==> src/rtl/hazard_scoreboard.sv <==
// Interlock and forwarding-select unit for the in-order integer pipeline.
// Tracks in-flight destinations after ID and raises the bbl stall.
module hazard_scoreboard #(
  parameter int NUM_SRC    = 2,
  parameter int ADDR_W     = 5,
  parameter int DEPTH      = 3,
  parameter int FWD_EN     = 1,
  parameter int LATE_STAGE = 1,
  parameter int SEL_W      = $clog2(DEPTH + 1)
) (
  input  logic                      clk,
  input  logic                      rst,
  input  logic                      flush,
  input  logic                      id_valid,
  input  logic [NUM_SRC-1:0]        id_re,
  input  logic [NUM_SRC*ADDR_W-1:0] id_raddr,
  input  logic                      id_we,
  input  logic [ADDR_W-1:0]         id_waddr,
  input  logic                      id_late,
  output logic                      bbl,
  output logic [NUM_SRC*SEL_W-1:0]  fwd_sel,
  output logic [15:0]               stall_cnt
);

  logic [DEPTH-1:0]  v_q, v_d;
  logic [DEPTH-1:0]  late_q, late_d;
  logic [ADDR_W-1:0] wa_q [DEPTH];
  logic [ADDR_W-1:0] wa_d [DEPTH];
  logic [15:0]       cnt_q, cnt_d;
  logic              stall_any;
  logic              ld;

  // Per-source youngest-match search, readiness and select.
  always_comb begin
    logic [ADDR_W-1:0] ra;
    logic              hit;
    logic              hl;
    logic [SEL_W-1:0]  hk;
    stall_any = 1'b0;
    fwd_sel   = '0;
    for (int i = 0; i < NUM_SRC; i++) begin
      ra  = id_raddr[i*ADDR_W +: ADDR_W];
      hit = 1'b0;
      hl  = 1'b0;
      hk  = '0;
      for (int k = DEPTH - 1; k >= 0; k--) begin
        if (v_q[k] && wa_q[k] == ra) begin
          hit = 1'b1;
          hl  = late_q[k];
          hk  = SEL_W'(k);
        end
      end
      if (id_valid && id_re[i] && ra != '0 && hit) begin
        if (FWD_EN != 0) begin
          if (!hl || hk >= SEL_W'(LATE_STAGE))
            fwd_sel[i*SEL_W +: SEL_W] = hk + 1'b1;
          else
            stall_any = 1'b1;
        end else if (hk <= SEL_W'(DEPTH - 2)) begin
          stall_any = 1'b1;
        end
      end
    end
    if (rst) fwd_sel = '0;
  end

  assign bbl = stall_any & ~rst & ~flush;

  assign ld = id_valid & id_we & (id_waddr != '0)
            & ~bbl & ~flush;

  // Shift the entries one stage and load entry 0.
  always_comb begin
    v_d[0]    = ld;
    late_d[0] = id_late;
    wa_d[0]   = id_waddr;
    for (int k = 1; k < DEPTH; k++) begin
      v_d[k]    = v_q[k-1];
      late_d[k] = late_q[k-1];
      wa_d[k]   = wa_q[k-1];
    end
    if (flush) v_d[1] = 1'b0;
    cnt_d = cnt_q;
    if (bbl && cnt_q != 16'hFFFF) cnt_d = cnt_q + 16'd1;
  end

  // Scoreboard and stall-counter registers.
  always_ff @(posedge clk) begin
    if (rst) begin
      v_q    <= '0;
      late_q <= '0;
      cnt_q  <= '0;
      for (int k = 0; k < DEPTH; k++) wa_q[k] <= '0;
    end else begin
      v_q    <= v_d;
      late_q <= late_d;
      cnt_q  <= cnt_d;
      for (int k = 0; k < DEPTH; k++) wa_q[k] <= wa_d[k];
    end
  end

  assign stall_cnt = cnt_q;

endmodule

==> config.mk <==
export PLATFORM = sky130hd
export DESIGN_NAME = hazard_scoreboard
export DESIGN_NICKNAME = d
export VERILOG_FILES = /design/src/rtl/hazard_scoreboard.sv
export SDC_FILE = /design/constraint.sdc
export NUM_CORES = 1
export LEC_CHECK = 0
export ABC_AREA = 1
export CAP_MARGIN = 20
export CORE_MARGIN = 2
export CORE_UTILIZATION = 45
export DETAILED_ROUTE_END_ITERATION = 16
export PLACE_DENSITY = 0.75
export SETUP_SLACK_MARGIN = 0.05
export SLEW_MARGIN = 30
export SYNTH_ARGS = -nofsm -noshare
export SYNTH_HDL_FRONTEND = slang
export SYNTH_SLANG_ARGS = --single-unit
==> constraint.sdc <==
create_clock -name clk -period 2.6 [get_ports clk]
set_input_delay 0.52 -clock clk [delete_from_list [all_inputs] [get_ports clk]]
set_output_delay 0.52 -clock clk [all_outputs]
set_load 0.03 [all_outputs]
After elaboration in Yosys (flattened, before gate mapping). Memory sizes are Yosys's and may differ from the RTL's. Index checks and enable logic that the tools add are counted.

Register bits after elaboration: 22. RAM bits: 15. Input bits: 23. Output and inout bits: 21. Word-level logic and storage cells: 83. Memories: 1.

Add/sub/neg operators: 3. Order comparisons: 2. Eq/ne operators: 7. Multiplexer cells: 33. Bitwise gates (word level): 12. Reductions and logical operators: 21.

Memories: wa_q (depth 3, bits a word 5, read ports 3, clocked after memory_dff 0, wr ports 3, line 27) `logic [ADDR_W-1:0] wa_q [DEPTH];`.

Operators with widths (number): equality test 5 bit (6); two-way mux 2 bit (10); two-way mux 1 bit (19); adder 16 x 1 -> 16 bit (second input constant) (1); != test 16 bit (second input constant) (1); two-way mux 5 bit (3); nonzero test 5 bit (3); logical AND 1 bit (13); bitwise AND 1 bit (6); adder 2 x 1 -> 2 bit (second input constant) (2); >= comparator 2 x 1 -> 1 bit (second input constant) (2); two-way mux 4 bit (1); inverter 1 bit (3); OR 1 bit (3); logical NOT 1 bit (2); logical OR 1 bit (2); OR reduction 2 bit (1).

Depth between registers and ports, before layout. Gate-level depths: netlist (run 1).

Word-level depth: 16. Gate-level depth with buffers: 16. Mapped depth without buffers: 16.

Worst setup path after synthesis (run 1). OpenSTA, ideal clock, no wires.

Kind: input -> output. From: in id_raddr[4]. To: out fwd_sel[0]. Arrival time: 2.412 ns. Required time: 2.080 ns. Slack: -0.332 ns. Stages on the path: 10. Path buffers: 0. Cell sequence: inv_2 o21ai_0 nor2_2 nand3_2 nand2_1 or2_2 ha_1 o21ai_1 nor2_4 a221oi_1.

Word-level cells in the longest chain between the ends: 10. Elaborated cells on any way between the ends: 25. Classes of those cells: add/sub: 1; order compare: 1; eq/ne: 3; mux: 12; reduce/logical: 8.

Ends and longest elaborated chain: from (decl) (line 16) `input logic [NUM_SRC*ADDR_W-1:0] id_raddr,`; equality test 5 bit (line 47) `if (v_q[k] && wa_q[k] == ra) begin`; logical AND 1 bit (line 47); two-way mux 2 bit or two-way mux 1 bit (tied branches) (3 in series) (line 47); >= comparator 2 x 1 -> 1 bit or logical NOT 1 bit (tied branches) (line 55) `if (!hl || hk >= SEL_W'(LATE_STAGE))`; logical OR 1 bit (line 55); two-way mux 2 bit (line 55); two-way mux 2 bit * (line 53) `if (id_valid && id_re[i] && ra != '0 && hit) begin`; two-way mux 4 bit * (line 64) `if (rst) fwd_sel = '0;`; to (decl) (line 21) `output logic [NUM_SRC*SEL_W-1:0] fwd_sel,`.

Mark *: on every way between the ends. The rest lies on a longest branch, timed or not.

==> results.toml, run 1 <==
[run_status]
status = "complete, but fails checks"
violations = "negative setup slack"

[min_path]
min_to = "wa_q[0][8]"
hp-start = "wa_q[0][3]"
hp-class = "register to register"
hold_depth = 2

[route]
avgViaCountPerCell = 5.12
vias = 2727
wire_per_inst_um = 13.8
antenna_left = 0
routed_wl_um = 7330
drt_first_iter_violations = 228
drt-pass1-iter-count = 5
route.detailed.drc = 0

[yosys]
synth-warning-count = 0
syn-cell-area_um2 = 2350
yosysUniqueCellTypes = 32
synth-seq-cells = 37
synth_top_family_by_area = "simple AND/OR/NAND/NOR gates"
synth_flop_cell = "dfxtp_1"
synth-compound-area-share_pct = 9.94
async_flop_share_pct = 0
syn_nets = 403
synth_adder_area_share_pct = 1.59
yosys-top-cells-count = "92 x nand2_1, 60 x nor2_1, 58 x inv_1"
avgSynthCellArea_um2 = 6.25
synth-simple-area-share_pct = 41.9
synth.area.top_cells = "dfxtp_1 31%, nand2_1 15%, nor2_1 9.6%"
synth_most_common_cell = "nand2_1"
synth_top_area_share_pct = 31.5
yosysSeqAreaShare_pct = 31.5
synthXorXnorAreaFrac_pct = 3.35
syn_inst = 377
synthMuxAreaShare_pct = 0
synth_edf_count = 0
synth_area_leader_cell = "dfxtp_1"

[clock_tree]
clk_pin_slew_worst_paths_ns = 0.08
cts_hold_buffers = 0
htreeDepth = 2
cts-root-buf = "clkbuf_8"
cts_buffers = 5
tritoncts = "yes"
numClockSinks = 37
clock_path_buffers = 2
insertion_delay_ns = 0.29

[setup_path]
critPathArrivalTime_ns = 2.10
setup.worst_path.end_class = "primary output"
crit_fanout = 3
max_stage_delay_ns = 0.35
worst_ep_required_time_ns = 2.08
worstPathCellList = "inv_1 -> nand2_1 -> o21ai_0 -> nor2_1 -> nand3_1 -> or2_4 -> ha_4 -> o21ai_4 -> nor2_4 -> a221oi_4 -> buf_6"
cp-start-kind = "register"
r2r-end = "stall_cnt[14]"
rrSetupSlack_ns = 0.30
worstSetupPathType = "register to primary output"
r2r_start = "wa_q[0][8]"
r2r_cells = 15
slowest_stage = "dfxtp_2"

[timing]
fin_crit_sh_pct = 101
hold_viol = 0
maxSlewViolCount = 0
max_slew_margin_pct = 65.2
skew_ns = 0.00641
fmax_ghz = 0.382
setup_viol = 2
fin_crit_ns = 2.62
holdWs_ns = 0.470
rsz0062_at_grt = "true"
worstMarginPinSlew_ns = 0.521
layout_setup_ws_ns = -0.0205

[grt]
grt_start_max_net_pins = 31
grt_overflow = 0
grt_first_pass_wirelength_um = 11600
antenna_found_initial = 0
grt_usage_pct = 24.3
grt_pass1_vias = 2473

[place]
gp_congestion = 0.990
io_buffers = 43
dp_slack_ns = -0.541
dp_cells = 513
dpl.hpwl_um = 5300

[floorplanning]
num_rows = 26
die_h_um = 76.3
start_util_pct = 46.4
die_x_um = 76.3
ios = 44
design.die.area_um2 = 5830
coreArea_um2 = 5070

[cells_and_area]
layout.nets = 488
areaGrowthSynthToFinish_pct = 50.4
seq_area_um2 = 762
drive_gt1_share_pct = 32.0
antenna_cells = 0
stdcell_count = 533
multiInputGateArea_um2 = 1570
utilization_pct = 69.8
num-fill-cells = 451

[flow_run]
cap_violations = 0

[pwr]
irDropWorstVdd_mv = 0.359
powerDensity_nw_per_um2 = 388
power.leakage_nw = 1.49
layer usage:
layer / wire [µm] / vias to the layer above / GRT usage, %
li1: - / 1367 / -
met5: 0 / - / 0
met3: 531 / 13 / 2.73
met2: 3260 / 122 / 38.6
met4: 153 / 0 / 6.73
met1: 3390 / 1225 / 34.9
final cells by class:
type,instances,area share [%]
inverter,69,7.60
timing repair buffer,83,20.4
tap,70,2.47
sequential,37,21.5
clock inverter,3,1.84
clock buffer,5,1.94
multi-input combinational,266,44.2
registers in the layout, summed over array words and instances (netlist names):
register / cells
stall_cnt: 16
wa_q: 15
late_q: 3
v_q: 3
logic make-up (layout without fill, tap and decap cells):
| group | count (synthesis) | after routing |
|---|---|---|
| AOI/OAI and AO/OA | 39 | 39 |
| DFF | 37 | 37 |
| buffers and inverters | 74 | 160 |
| adders and majority gates | 3 | 3 |
| and+or+nand+nor | 215 | 215 |
| xor gates and xnor gates | 9 | 9 |
power breakdown:
part	internal, W	switching (W)
sequential	0.000579	0.0000151
combinational	0.0000802	0.0000998
clock	0.000381	0.000219
total	0.00104	0.000334
per-stage QoR:
| step | power (W) | instance area (µm²) | TNS, ns |
|---|---|---|---|
| final | 0.00137 | 3540 | -0.0353 |
| after global routing | 0.00143 | 3540 | -0.234 |
| after CTS | 0.00136 | 3400 | 0 |
| after detailed placement | 0.000755 | 3070 | -8.87 |
| after global placement | 0.000755 | 3070 | -8.18 |
| after floorplan | 0.000672 | 2370 | 0 |
worst max-delay path, delay by kind of cell (launching register included):
family	cells	cell delay (ns)
AND/OR/NAND/NOR	5	0.68
flip-flops	1	0.35
adder cells (fa/ha/maj)	1	0.16
buffers and inverters	2	0.22
AO/OA/AOI/OAI	3	0.40
worst max path at each step:
| stage | startpoint | end | slack, ns |
|---|---|---|---|
| finish | wa_q[0][12] | fwd_sel[0] | -0.02 |
| global route | wa_q[0][6] | bbl | -0.12 |
| CTS | id_raddr[6] | fwd_sel[2] | 0.05 |
| detailed placement | id_raddr[2] | fwd_sel[0] | -0.54 |
| global placement | id_raddr[2] | fwd_sel[0] | -0.49 |
| floorplan | id_raddr[4] | fwd_sel[0] | 0.05 |
cell usage in the layout, fill, tap and decap left out, types with 7 or more instances in the layout:
cell and count:
nor3_1 8, nand3_2 8, clkdlybuf4s50_1 28, inv_1 48, nand2_2 11, dfxtp_1 24, nor2_1 53, inv_2 15
nand3_1 14, nand2_1 79, o21ai_0 8, a21oi_1 12, buf_6 10, nand4_1 18, dfxtp_2 11, buf_4 42
xor2_1 7
repair_timing:
action                     CTS  global route
setup endpoints to repair   22             5
pin swaps                   28            30
buffers inserted             9             3
gates resized for setup     86            56
No activity file was read; power rests on OpenSTA's default activity.
==> inputs of run 2 (changes only) <==
--- a/config.mk
+++ b/config.mk
@@ -8,9 +8,9 @@
 export ABC_AREA = 1
 export CAP_MARGIN = 20
 export CORE_MARGIN = 2
-export CORE_UTILIZATION = 45
+export CORE_UTILIZATION = 50
 export DETAILED_ROUTE_END_ITERATION = 16
-export PLACE_DENSITY = 0.75
+export PLACE_DENSITY = 0.82
 export SETUP_SLACK_MARGIN = 0.05
 export SLEW_MARGIN = 30
 export SYNTH_ARGS = -nofsm -noshare
==> run 2 against run 1 <==
  * The flow still finishes with violations (negative setup slack)
  * Utilization increased by 8.4 points
  * Flip-flop and latch count unchanged
  * First-iteration DRC count increased by 5.3%
  * Design area decreased by 1.9%
  * Non-clock buffer count increased by 5
  * Clock power decreased by 16%
  * Clock skew increased by 0.0045 ns
  * Clock-buffer cell count increased by 1
  * Final cell count decreased by 2.4%
  * Critical endpoint is now bbl
==> results.toml, run 2 (same netlist as run 1, synthesis figures left out) <==
[setup_path]
r2r_start = "wa_q[0][8]"
critPathArrivalTime_ns = 2.16
worstSetupPathType = "register to primary output"
crit_fanout = 6
setup.worst_path.end_class = "primary output"
r2r_cells = 15
r2r-end = "stall_cnt[3]"
rrSetupSlack_ns = 0.12
worst_ep_required_time_ns = 2.08
cp-start-kind = "register"

[pwr]
power_w = 0.00128
power.leakage_nw = 1.49
powerDensity_nw_per_um2 = 368
irDropWorstVdd_mv = 0.370

[grt]
grt_usage_pct = 28.1
grt_first_pass_wirelength_um = 11500
antenna_found_initial = 0
grt_start_max_net_pins = 26
grt_pass1_vias = 2641
grt_overflow = 0

[floorplanning]
start_util_pct = 53.0
ios = 44
die_x_um = 72.6
coreArea_um2 = 4440
die_h_um = 72.6
num_rows = 24
design.die.area_um2 = 5270

[cells_and_area]
layout_common_cells = "80 x nand2_1, 53 x nor2_1, 50 x buf_4"
stdcell_count = 520
layout.nets = 493
largest_reg_flops = 16
areaGrowthSynthToFinish_pct = 47.6
drive_gt1_share_pct = 32.3
num-fill-cells = 327
final_common_cell = "nand2_1"
antenna_cells = 0

[run_status]
violations = "negative setup slack"
status = "complete, but fails checks"

[route]
vias = 2784
drt-pass1-iter-count = 5
routed_wl_um = 7460
wire_per_inst_um = 14.3
drt_first_iter_violations = 240
avgViaCountPerCell = 5.35
antenna_left = 0
route.detailed.drc = 0

[clock_tree]
cts_buffers = 5
htreeDepth = 2
numClockSinks = 37
insertion_delay_ns = 0.29
cts-root-buf = "clkbuf_8"
cts_hold_buffers = 0
clock_path_buffers = 2
tritoncts = "yes"
clk_pin_slew_worst_paths_ns = 0.08

[place]
gp_congestion = 0.978
io_buffers = 43
dp_cells = 495
dpl.hpwl_um = 5100

[timing]
hold_viol = 0
setup_viol = 2
fin_crit_sh_pct = 103
maxSlewViolCount = 0
fmax_ghz = 0.373
worstMarginPinSlew_ns = 0.392
skew_ns = 0.0109
rsz0062_at_grt = "true"
fin_crit_ns = 2.68
max_slew_margin_pct = 73.8
layout_setup_ws_ns = -0.0797

[min_path]
hp-start = "wa_q[0][9]"
hp-class = "register to register"
hold_depth = 2
min_to = "wa_q[0][14]"

[flow_run]
cap_violations = 0
## run 2: metal layers
layer | vias to the layer above | track usage [%] | routed length [µm]
met3 | 17 | 5.25 | 459
met2 | 114 | 51.4 | 3840
met4 | 0 | 10.5 | 121
li1 | 1383 | - | -
met5 | - | 0 | 0
met1 | 1270 | 32.4 | 3030
## run 2: power breakdown
part / internal [W] / leakage [nW] / switching, W
sequential: 0.000579 / 0.307 / 0.0000131
clock: 0.000288 / 0.0554 / 0.000215
combinational: 0.0000802 / 1.13 / 0.000104
## run 2: worst max-delay path by stage
stage,startpoint,endpoint,slack (ns),cells past startpoint
final,wa_q[0][8],bbl,-0.08,12
after global routing,wa_q[0][8],bbl,-0.15,12
after CTS,id_raddr[4],fwd_sel[0],0.05,12
after detailed placement,id_raddr[2],fwd_sel[0],-0.58,12
after global placement,id_raddr[2],fwd_sel[0],-0.50,12
after floorplan,id_raddr[4],fwd_sel[0],0.05,10
## run 2: worst max-delay path, stage by stage (launching register included)
cell and delay [ns]:
dfxtp_2 0.36, inv_1 0.09, nand2_1 0.08, a21oi_2 0.20, nand3_2 0.12, nand2_2 0.08, or2_4 0.12, ha_4 0.13
o21ai_4 0.05, nor2_4 0.18, nand3_4 0.10, a21oi_4 0.19, buf_6 0.15
## run 2: what timing repair did
| action | CTS | global route |
|---|---|---|
| setup endpoints to repair | 22 | 12 |
| pin swaps | 25 | 23 |
| setup buffers | 13 | 4 |
| gates resized for setup | 83 | 49 |
## run 2: stage by stage
stage / setup slack, ns / util (%) / hold WS [ns] / setup TNS [ns] / instance area (µm²)
after floorplan: 0.0522 / - / 0.414 / 0 / 2370
after global placement: -0.497 / 68.6 / 0.437 / -8.29 / 3050
after detailed placement: -0.576 / 68.6 / 0.444 / -9.27 / 3050
after CTS: 0.0479 / 75.6 / 0.470 / 0 / 3360
after global routing: -0.150 / 78.2 / 0.489 / -0.250 / 3470
final: -0.0797 / 78.2 / 0.476 / -0.106 / 3470
## run 2: cell type report
cell class	instances	area (µm²)	area share [%]
well taps	52	65.1	1.87
clock buffers	6	72.6	2.09
multi-input cells	266	1530	44.1
inverters	69	267	7.67
repair buffers	88	737	21.2
clock inverters	2	38.8	1.12
flip-flops and latches	37	761	21.9
